--- src/rtl/calc_pkg.sv ---
// Shared encodings for the calculator controller and its LED driver.
package calc_pkg;

    localparam int DATA_W = 8;

    // Main state encoding; 5..7 are illegal and recover to ST_INPUT_A.
    typedef enum logic [2:0] {
        ST_INPUT_A = 3'd0,
        ST_INPUT_B = 3'd1,
        ST_RESULT  = 3'd2,
        ST_CALC    = 3'd3,
        ST_ERROR   = 3'd4
    } state_e;

    // Operation select codes.
    localparam logic [1:0] OP_ADD = 2'b00;
    localparam logic [1:0] OP_SUB = 2'b01;
    localparam logic [1:0] OP_MUL = 2'b10;
    localparam logic [1:0] OP_DIV = 2'b11;

endpackage

--- src/rtl/calc_ctrl_btn_debounce.sv ---
// Button conditioner: 2-FF synchronizer, stability counter, rising-edge pulse.
module btn_debounce #(
    parameter int DEBOUNCE_CYCLES = 20000
) (
    input  logic clk,
    input  logic rst,
    input  logic raw,
    output logic pulse
);

    localparam int CNT_W = (DEBOUNCE_CYCLES > 1) ? $clog2(DEBOUNCE_CYCLES) : 1;
    localparam logic [CNT_W-1:0] CNT_MAX = CNT_W'(DEBOUNCE_CYCLES - 1);

    logic             sync1;
    logic             sync2;
    logic             level;
    logic             level_d;
    logic [CNT_W-1:0] cnt;

    // Bring the asynchronous button into the clock domain.
    // NOTE: sequential state uses non-blocking assignments so every flop samples pre-edge values.
    always_ff @(posedge clk or posedge rst) begin
        if (rst) begin
            sync1 <= 1'b0;
            sync2 <= 1'b0;
        end else begin
            sync1 <= raw;
            sync2 <= sync1;
        end
    end

    // Accept a new level only after it has been stable for DEBOUNCE_CYCLES cycles.
    always_ff @(posedge clk or posedge rst) begin
        if (rst) begin
            cnt   <= '0;
            level <= 1'b0;
        end else if (sync2 == level) begin
            cnt <= '0;
        end else if (cnt == CNT_MAX) begin
            cnt   <= '0;
            level <= sync2;
        end else begin
            cnt <= cnt + 1'b1;
        end
    end

    // One-cycle pulse on each rising edge of the accepted level; releases are silent.
    always_ff @(posedge clk or posedge rst) begin
        if (rst) begin
            level_d <= 1'b0;
            pulse   <= 1'b0;
        end else begin
            level_d <= level;
            pulse   <= level & ~level_d;
        end
    end

endmodule

--- src/rtl/calc_ctrl.sv ---
// Calculator controller: operand entry FSM plus 1-cycle add/sub and
// 8-iteration shift-add multiply / restoring divide.
module calc_ctrl
    import calc_pkg::*;
#(
    parameter int DEBOUNCE_CYCLES = 20000
) (
    input  logic              clk,
    input  logic              rst,
    input  logic [DATA_W-1:0] sw,
    input  logic [1:0]        op_sel,
    input  logic              btn_confirm,
    input  logic              btn_clear,
    output logic [2:0]        current_state,
    output logic [DATA_W-1:0] data_saved,
    output logic              overflow,
    output logic              div_zero,
    output logic              busy
);

    logic confirm_pulse;
    logic clear_pulse;

    btn_debounce #(.DEBOUNCE_CYCLES(DEBOUNCE_CYCLES)) u_confirm (
        .clk   (clk),
        .rst   (rst),
        .raw   (btn_confirm),
        .pulse (confirm_pulse)
    );

    btn_debounce #(.DEBOUNCE_CYCLES(DEBOUNCE_CYCLES)) u_clear (
        .clk   (clk),
        .rst   (rst),
        .raw   (btn_clear),
        .pulse (clear_pulse)
    );

    state_e              state, state_n;
    logic [DATA_W-1:0]   a_reg, a_n;
    logic [DATA_W-1:0]   b_reg, b_n;
    logic [1:0]          op_reg, op_n;
    // Shared iterative register: {partial product high, multiplier} for mul,
    // {remainder, dividend/quotient} for div.
    logic [2*DATA_W-1:0] acc, acc_n;
    logic [2:0]          iter, iter_n;
    logic [DATA_W-1:0]   data_n;
    logic                ovf_n;
    logic                dz_n;
    logic                busy_n;

    // Single-cycle and per-iteration arithmetic.
    logic [DATA_W:0]     add_sum;
    logic [DATA_W:0]     mul_sum;
    logic [2*DATA_W-1:0] mul_step;
    logic [DATA_W:0]     div_shift;
    logic                div_fit;
    logic [DATA_W:0]     div_diff;
    logic [2*DATA_W-1:0] div_step;

    assign add_sum   = {1'b0, a_reg} + {1'b0, b_reg};
    assign mul_sum   = {1'b0, acc[15:8]} + (acc[0] ? {1'b0, a_reg} : 9'd0);
    assign mul_step  = {mul_sum, acc[7:1]};
    assign div_shift = acc[15:7];
    assign div_fit   = (div_shift >= {1'b0, b_reg});
    assign div_diff  = div_shift - {1'b0, b_reg};
    assign div_step  = div_fit ? {div_diff[7:0], acc[6:0], 1'b1}
                               : {div_shift[7:0], acc[6:0], 1'b0};

    // State and datapath registers.
    always_ff @(posedge clk or posedge rst) begin
        if (rst) begin
            state      <= ST_INPUT_A;
            a_reg      <= '0;
            b_reg      <= '0;
            op_reg     <= OP_ADD;
            acc        <= '0;
            iter       <= '0;
            data_saved <= '0;
            overflow   <= 1'b0;
            div_zero   <= 1'b0;
            busy       <= 1'b0;
        end else begin
            state      <= state_n;
            a_reg      <= a_n;
            b_reg      <= b_n;
            op_reg     <= op_n;
            acc        <= acc_n;
            iter       <= iter_n;
            data_saved <= data_n;
            overflow   <= ovf_n;
            div_zero   <= dz_n;
            busy       <= busy_n;
        end
    end

    // Next-state and next-output logic; clear overrides everything else.
    always_comb begin
        // NOTE: every output of this block gets a hold value first so no path infers a latch.
        state_n = state;
        a_n     = a_reg;
        b_n     = b_reg;
        op_n    = op_reg;
        acc_n   = acc;
        iter_n  = iter;
        data_n  = data_saved;
        ovf_n   = overflow;
        dz_n    = div_zero;

        if (clear_pulse) begin
            state_n = ST_INPUT_A;
            data_n  = '0;
            ovf_n   = 1'b0;
            dz_n    = 1'b0;
            iter_n  = '0;
        end else begin
            case (state)
                ST_INPUT_A: begin
                    if (confirm_pulse) begin
                        a_n     = sw;
                        data_n  = sw;
                        state_n = ST_INPUT_B;
                    end
                end
                ST_INPUT_B: begin
                    if (confirm_pulse) begin
                        b_n     = sw;
                        op_n    = op_sel;
                        iter_n  = '0;
                        acc_n   = (op_sel == OP_MUL) ? {8'd0, sw} : {8'd0, a_reg};
                        state_n = ST_CALC;
                    end
                end
                ST_CALC: begin
                    case (op_reg)
                        OP_ADD: begin
                            data_n  = add_sum[7:0];
                            ovf_n   = add_sum[8];
                            state_n = ST_RESULT;
                        end
                        OP_SUB: begin
                            data_n  = a_reg - b_reg;
                            ovf_n   = (a_reg < b_reg);
                            state_n = ST_RESULT;
                        end
                        OP_MUL: begin
                            acc_n  = mul_step;
                            iter_n = iter + 3'd1;
                            if (iter == 3'd7) begin
                                data_n  = mul_step[7:0];
                                ovf_n   = |mul_step[15:8];
                                state_n = ST_RESULT;
                            end
                        end
                        default: begin
                            if (b_reg == '0) begin
                                data_n  = '0;
                                ovf_n   = 1'b0;
                                dz_n    = 1'b1;
                                state_n = ST_ERROR;
                            end else begin
                                acc_n  = div_step;
                                iter_n = iter + 3'd1;
                                if (iter == 3'd7) begin
                                    data_n  = div_step[7:0];
                                    ovf_n   = 1'b0;
                                    state_n = ST_RESULT;
                                end
                            end
                        end
                    endcase
                end
                ST_RESULT: begin
                    if (confirm_pulse) begin
                        data_n  = '0;
                        ovf_n   = 1'b0;
                        dz_n    = 1'b0;
                        state_n = ST_INPUT_A;
                    end
                end
                ST_ERROR: begin
                    if (confirm_pulse) begin
                        data_n  = '0;
                        dz_n    = 1'b0;
                        state_n = ST_INPUT_A;
                    end
                end
                default: state_n = ST_INPUT_A;
            endcase
        end

        busy_n = (state_n == ST_CALC);
    end

    assign current_state = state;

endmodule
--- config.mk ---
export PLATFORM = sky130hd
export DESIGN_NAME = calc_ctrl
export DESIGN_NICKNAME = d
export VERILOG_FILES = /design/src/rtl/calc_pkg.sv /design/src/rtl/calc_ctrl_btn_debounce.sv /design/src/rtl/calc_ctrl.sv
export SDC_FILE = /design/constraint.sdc
export NUM_CORES = 1
export LEC_CHECK = 0
export CORE_MARGIN = 4
export CORE_UTILIZATION = 25
export CTS_CLUSTER_DIAMETER = 100
export CTS_CLUSTER_SIZE = 40
export DETAILED_ROUTE_END_ITERATION = 7
export SYNTH_ARGS = -nofsm -noshare
export SYNTH_HDL_FRONTEND = slang
export SYNTH_SLANG_ARGS = --single-unit
--- constraint.sdc ---
create_clock -name clk -period 3 [get_ports clk]
set_input_delay 0.6 -clock clk [delete_from_list [all_inputs] [get_ports clk]]
set_output_delay 0.6 -clock clk [all_outputs]
set_load 0.1 [all_outputs]
* Word-level counts from Yosys, hierarchy flattened
Cells that the tools add are included. W data, S select, Z words.
Storage, ports and cells: register bits 91, bits of input ports 14, output and inout bits 14, logic and storage cells 128
Cells by class: multiplexer cells 43, reductions and logical operators 21, add/sub/neg operators 7, equal/unequal tests 26, order comparisons 2, bitwise logic cells 7
Operators with widths (count):
- $mux W8 | 8
- $pmux W16 S2 | 2
- $mux W15 | 4
- $mux W16 | 3
- $pmux W8 S3 | 2
- $add A15 B1 Y15 const B | 2
- $eq A15 B15 Y1 const B | 2
- $mux W3 | 9
- $add A8 B8 Y9 | 2
- $pmux W3 S2 | 3
- $sub A8 B8 Y8 | 2
- $ne A3 B1 Y1 const B | 4
- $pmux W3 S4 | 1
- $reduce_and A4 Y1 | 3
- $reduce_and A5 Y1 | 2
- $eq A3 B2 Y1 const B | 3
- $ge A9 B8 Y1 | 1
- $ne A3 B2 Y1 const B | 3
- $reduce_bool A3 Y1 | 3
- $logic_not A8 Y1 | 1
- $lt A8 B8 Y1 | 1
- $mux W1 | 8
- $ne A4 B3 Y1 const B | 2
- $reduce_or A8 Y1 | 1
- other kinds (22) | 34

* Depth between registers and ports, before layout
word-level depth 7, depth in mapped cells 11, gate-level depth less buffers 11

* Cells and area by module
From an unflattened synthesis, not the netlist that was laid out.
Unflattened totals: cells, all modules 688, area, all modules 6163.4 um2
Modules (own cells, without submodules):
- calc_ctrl | seq. area each 1276.2 um2, area each 4369.2 um2, cells each 518, times used 1
- btn_debounce | seq. area each 500.5 um2, area each 897.1 um2, cells each 85, times used 2

* Worst setup path after synthesis
Ideal clock, no wire load.
path kind register to register, start register acc[0], end register overflow, path buffers 0, period minus slack after synthesis 2654 ps, data arrival time 2530 ps, cell stages (with the launch flop) 12, setup time 124 ps, data required time 2876 ps, path slack 346 ps, path through dfrtp_1 inv_1 nor2_1 ha_1 fa_1 a21o_1 a21oi_2 xnor2_1 or4_1 nor4b_2 a211oi_1 a211o_1
Between the ends: longest elaborated chain between the ends 7
RTL lines:
- start: declaration | RTL line calc_ctrl.sv:44 | logic [2*DATA_W-1:0] acc, acc_n;
- start signal: assignment | RTL line calc_ctrl.sv:87 | acc <= acc_n;
- $mux W8 | RTL line calc_ctrl.sv:61 | assign mul_sum = {1'b0, acc[15:8]} + (acc[0] ? {1'b0, a_reg} : 9'd0);
- $add A8 B8 Y9 | RTL line calc_ctrl.sv:61
- $reduce_or A8 Y1 | RTL line calc_ctrl.sv:150 | ovf_n = |mul_step[15:8];
- $mux W1 | RTL line calc_ctrl.sv:148 | if (iter == 3'd7) begin
- $pmux W1 S3 | RTL line calc_ctrl.sv:134 | case (op_reg)
- $pmux W1 S2 | RTL line calc_ctrl.sv:116 | case (state)
- $mux W1 | RTL line calc_ctrl.sv:109 | if (clear_pulse) begin
- end signal: assignment | RTL line calc_ctrl.sv:90 | overflow <= ovf_n;
- end: declaration | RTL line calc_ctrl.sv:16 | output logic overflow,
Every way passes these cells. The select of a mux whose other input is x is not followed. A chain may end at the register's enable or synchronous reset.

* Worst setup path after layout
start register a_reg[0], end register overflow
Between the ends: longest elaborated chain between the ends 7, elaborated cells on any way between the ends 9, those cells by class add/sub (2); order compare (1); mux (5); reduce/logical (1)
RTL lines:
- start: declaration | RTL line calc_ctrl.sv:39 | logic [DATA_W-1:0] a_reg, a_n;
- start signal: assignment | RTL line calc_ctrl.sv:84 | a_reg <= a_n;
- $mux W8 | RTL line calc_ctrl.sv:61
- $add A8 B8 Y9 | RTL line calc_ctrl.sv:61
- $reduce_or A8 Y1 | RTL line calc_ctrl.sv:150
- $mux W1 | RTL line calc_ctrl.sv:148
- $pmux W1 S3 (*) | RTL line calc_ctrl.sv:134
- $pmux W1 S2 (*) | RTL line calc_ctrl.sv:116
- $mux W1 (*) | RTL line calc_ctrl.sv:109
Every way passes the cells marked *; elsewhere a longest branch is shown, timed or not. The select of a mux whose other input is x is not followed.

==> reports/metrics.csv <==
metric,value,unit
status,finished clean,
top_layer_used,met4,
fin_crit_sh,0.9496,
drt_iter0_drc,210,
die-area,25420,um^2
cts_post_setup_buffers_inserted,0,
clkTransAtPathRegs,0.07,ns
synthArstFlopShare,1.000,
final_area,6701,um^2
hold_violations,0,
skew,0.009001,ns
num_vias,4602,
io_pins,28,
path_max_fanout,3,
dr_wl_met3,750,um
cts_tree,built,
diodes,0,
cpLargestDelayFamily,simple AND/OR/NAND/NOR gates,
clockPowerShare,0.450,
grt_setup_unrepaired,false,
core,22570,um^2
synth-main-ff-cell,dfrtp_1,
ctsHoldBuffers,0,
dp_hpwl,11160,um
netlist_instances,623,
irDropWorstVdd,0.0003603,V
end_kind,flop,
netlist_area,5733,um^2
synth-edff-count,0,
worstPathArrival,3.08,ns
slowest_stage,or4_1,
wl_met1,6774,um
yosysSeqAreaShare,0.3972,
wl_met2,6940,um
numCtsBuffers,9,
place_area,6389,um^2
htree_levels,3,
grt.total_usage,0.1185,
num_rows,55,
period_needed,2.849,ns
hp-class,reg2reg,
grt_max_degree,53,
overflow,0,
die_h,159.4,um
fill_cells,2401,
p_per_area,400.3,nW/um^2
p_switching,654.8,uW
critical_path.cell_chain,inv_1 > nor2_1 > ha_1 > fa_1 > a21o_1 > a21oi_2 > xnor2_1 > or4_1 > nor4b_2 > a211oi_1 > a211o_1,
grt_pass1_wl,24480,um
root_buffer,clkbuf_16,
p_leak,2.988,nW
io_buffers,27,
crit_type,reg2reg,
drc,0,
finalSetupViolCount,0,
ant_nets,0,
cts_sinks,91,
maxSlewViolCount,0,
tightest_slew,0.6884,ns
synth_cell_types,57,
maxCapViolations,0,
power.share.combinational,0.080,
timing.fmax,351.0,MHz
internal_power,2.028,mW
largest_reg_flops,16,
fin_tns_setup,0,ns
maxSlewHeadroom,0.5411,
top_register,acc,
clock_latency,0.36,ns
grt_pass1_vias,4588,
switching_share,0.2441,
dr.pass1.iters,5,
syn_area_per_cell,9.202,um^2
path_buf_inv,1,
largestRegisters,"acc x16, u_clear.cnt x15, u_confirm.cnt x15",
start_kind,flop,
detail_route.vias_per_cell,4.865,
critical-path-max-stage-delay,0.42,ns
nNetsFinal,710,
wl,14770,um
start_util,0.2540,
antenna_found_initial,0,
gp_congestion,0.9062,
p_seq_frac,0.470,
ys_ff_latch,91,
routedWlPerCell,15.61,um
cp.required,3.23,ns
area_growth_syn_to_layout,16.89,%
drive_gt1_frac,0.1014,
yosysWarnings,0,
clk_path_buf_depth,2,
syn-num-nets,677,
die_x,159.4,um
==> cells in the mapped netlist (16+ instances only) <==
cell,number,share of area
a21oi_1,31,0.027
clkbuf_1,16,0.010
dfrtp_1,91,0.40
ha_1,36,0.079
inv_1,30,0.020
nand2_1,56,0.037
nand3_1,19,0.017
nor2_1,75,0.049
o21ai_0,25,0.022
o21ai_1,16,0.014
xnor2_1,22,0.034
xor2_1,21,0.032
==> worst reg2reg max path, cell delays in order, from the launching register on <==
cell	delay [ns]
dfrtp_1	0.40
inv_1	0.11
nor2_1	0.06
ha_1	0.20
fa_1	0.40
a21o_1	0.21
a21oi_2	0.15
xnor2_1	0.08
or4_1	0.42
nor4b_2	0.29
a211oi_1	0.12
a211o_1	0.29
==> power groups by stage <==
stage          combinational, mW  clock [mW]  sequential (mW)
2_1_floorplan              0.141           0             1.28
3_3_place_gp               0.215           0             1.28
3_5_place_dp               0.214           0             1.28
4_1_cts                    0.216        1.24             1.26
5_1_grt                    0.239        1.28             1.26
6_report                   0.215        1.21             1.26
==> worst paths after layout <==
kind                            slack [ns]          endpoint     startpoint  cells past startpoint
worst max-delay path                  0.15          overflow       a_reg[0]                     11
worst min-delay path                  0.35     u_clear.sync2  u_clear.sync1                      0
worst max register to register        0.15          overflow       a_reg[0]                     11
worst min register to register        0.35     u_clear.sync2  u_clear.sync1                      0
max in group asynchronous             1.68  current_state[1]            rst                      3
min in group asynchronous             0.71    u_clear.cnt[2]            rst                      2
==> cell usage in the layout (no fill, tap or decap), types with 3 or more instances in the layout <==
cell / instances
clkdlybuf4s50_1: 13
a21oi_1: 31
or3_1: 4
dfrtp_1: 91
a221oi_1: 5
o21ai_0: 25
and2_1: 7
o21ai_1: 16
nand4_1: 10
nand3_1: 19
a22oi_1: 5
o211ai_1: 5
nor3b_1: 3
o21a_1: 3
xor2_1: 21
o21bai_1: 4
fa_1: 4
nor2b_1: 6
a31oi_1: 4
mux2i_1: 9
a32oi_1: 3
a211oi_1: 7
o31ai_1: 4
mux2_2: 12
a21o_1: 6
and3_1: 4
clkbuf_16: 9
nor2_1: 75
a22o_1: 4
xnor2_1: 22
buf_4: 31
nor4b_1: 4
nor4_1: 3
nand2b_1: 9
ha_1: 36
nor3_1: 15
inv_1: 29
mux2_1: 15
nand2_1: 56
==> per-layer routing <==
layer  vias to the layer above  track usage
met1                      2200       0.1599
met4                         0      0.03274
met5                         -            0
met2                       110       0.1904
met3                        21      0.02848
li1                       2271            -
==> cell type report <==
type                    count  area (um^2)  area share
flip-flops and latches     91         2277      0.3398
inverters                  30        115.1     0.01718
well taps                 285        356.6     0.05321
repair buffers             45        382.9     0.05713
clock buffers              12        256.5     0.03827
clock inverters             4        56.30    0.008402
multi-input cells         479         3257      0.4860
==> kinds of logic after synthesis <==
group	count (synthesis)	share of synthesized area
xor+xnor	43	0.06569
mux	37	0.07268
simple gates	224	0.1864
compound gates	135	0.1497
buf+inv	53	0.03579
flops	91	0.3972
fa+ha+maj	40	0.09254
==> repair_timing <==
item                                   in CTS  in global routing
resized for setup                           0                  0
endpoints found under the hold margin       0                  0
setup endpoints to repair                   0                  1
==> metrics by stage <==
stage | setup slack [ns] | power (mW) | cells | util | hold WS (ns)
global route | 0.01543 | 2.786 | 946 | 0.2969 | 0.3656
floorplan | 0.03639 | 1.419 | 623 | - | 0.3312
global placement | 0.2263 | 1.499 | 930 | 0.2830 | 0.3360
detailed placement | 0.1459 | 1.499 | 930 | 0.2830 | 0.3363
finish | 0.1513 | 2.683 | 946 | 0.2969 | 0.3516
CTS | 0.1176 | 2.718 | 946 | 0.2969 | 0.3517
Note: power is estimated with default switching activity, not from simulation.
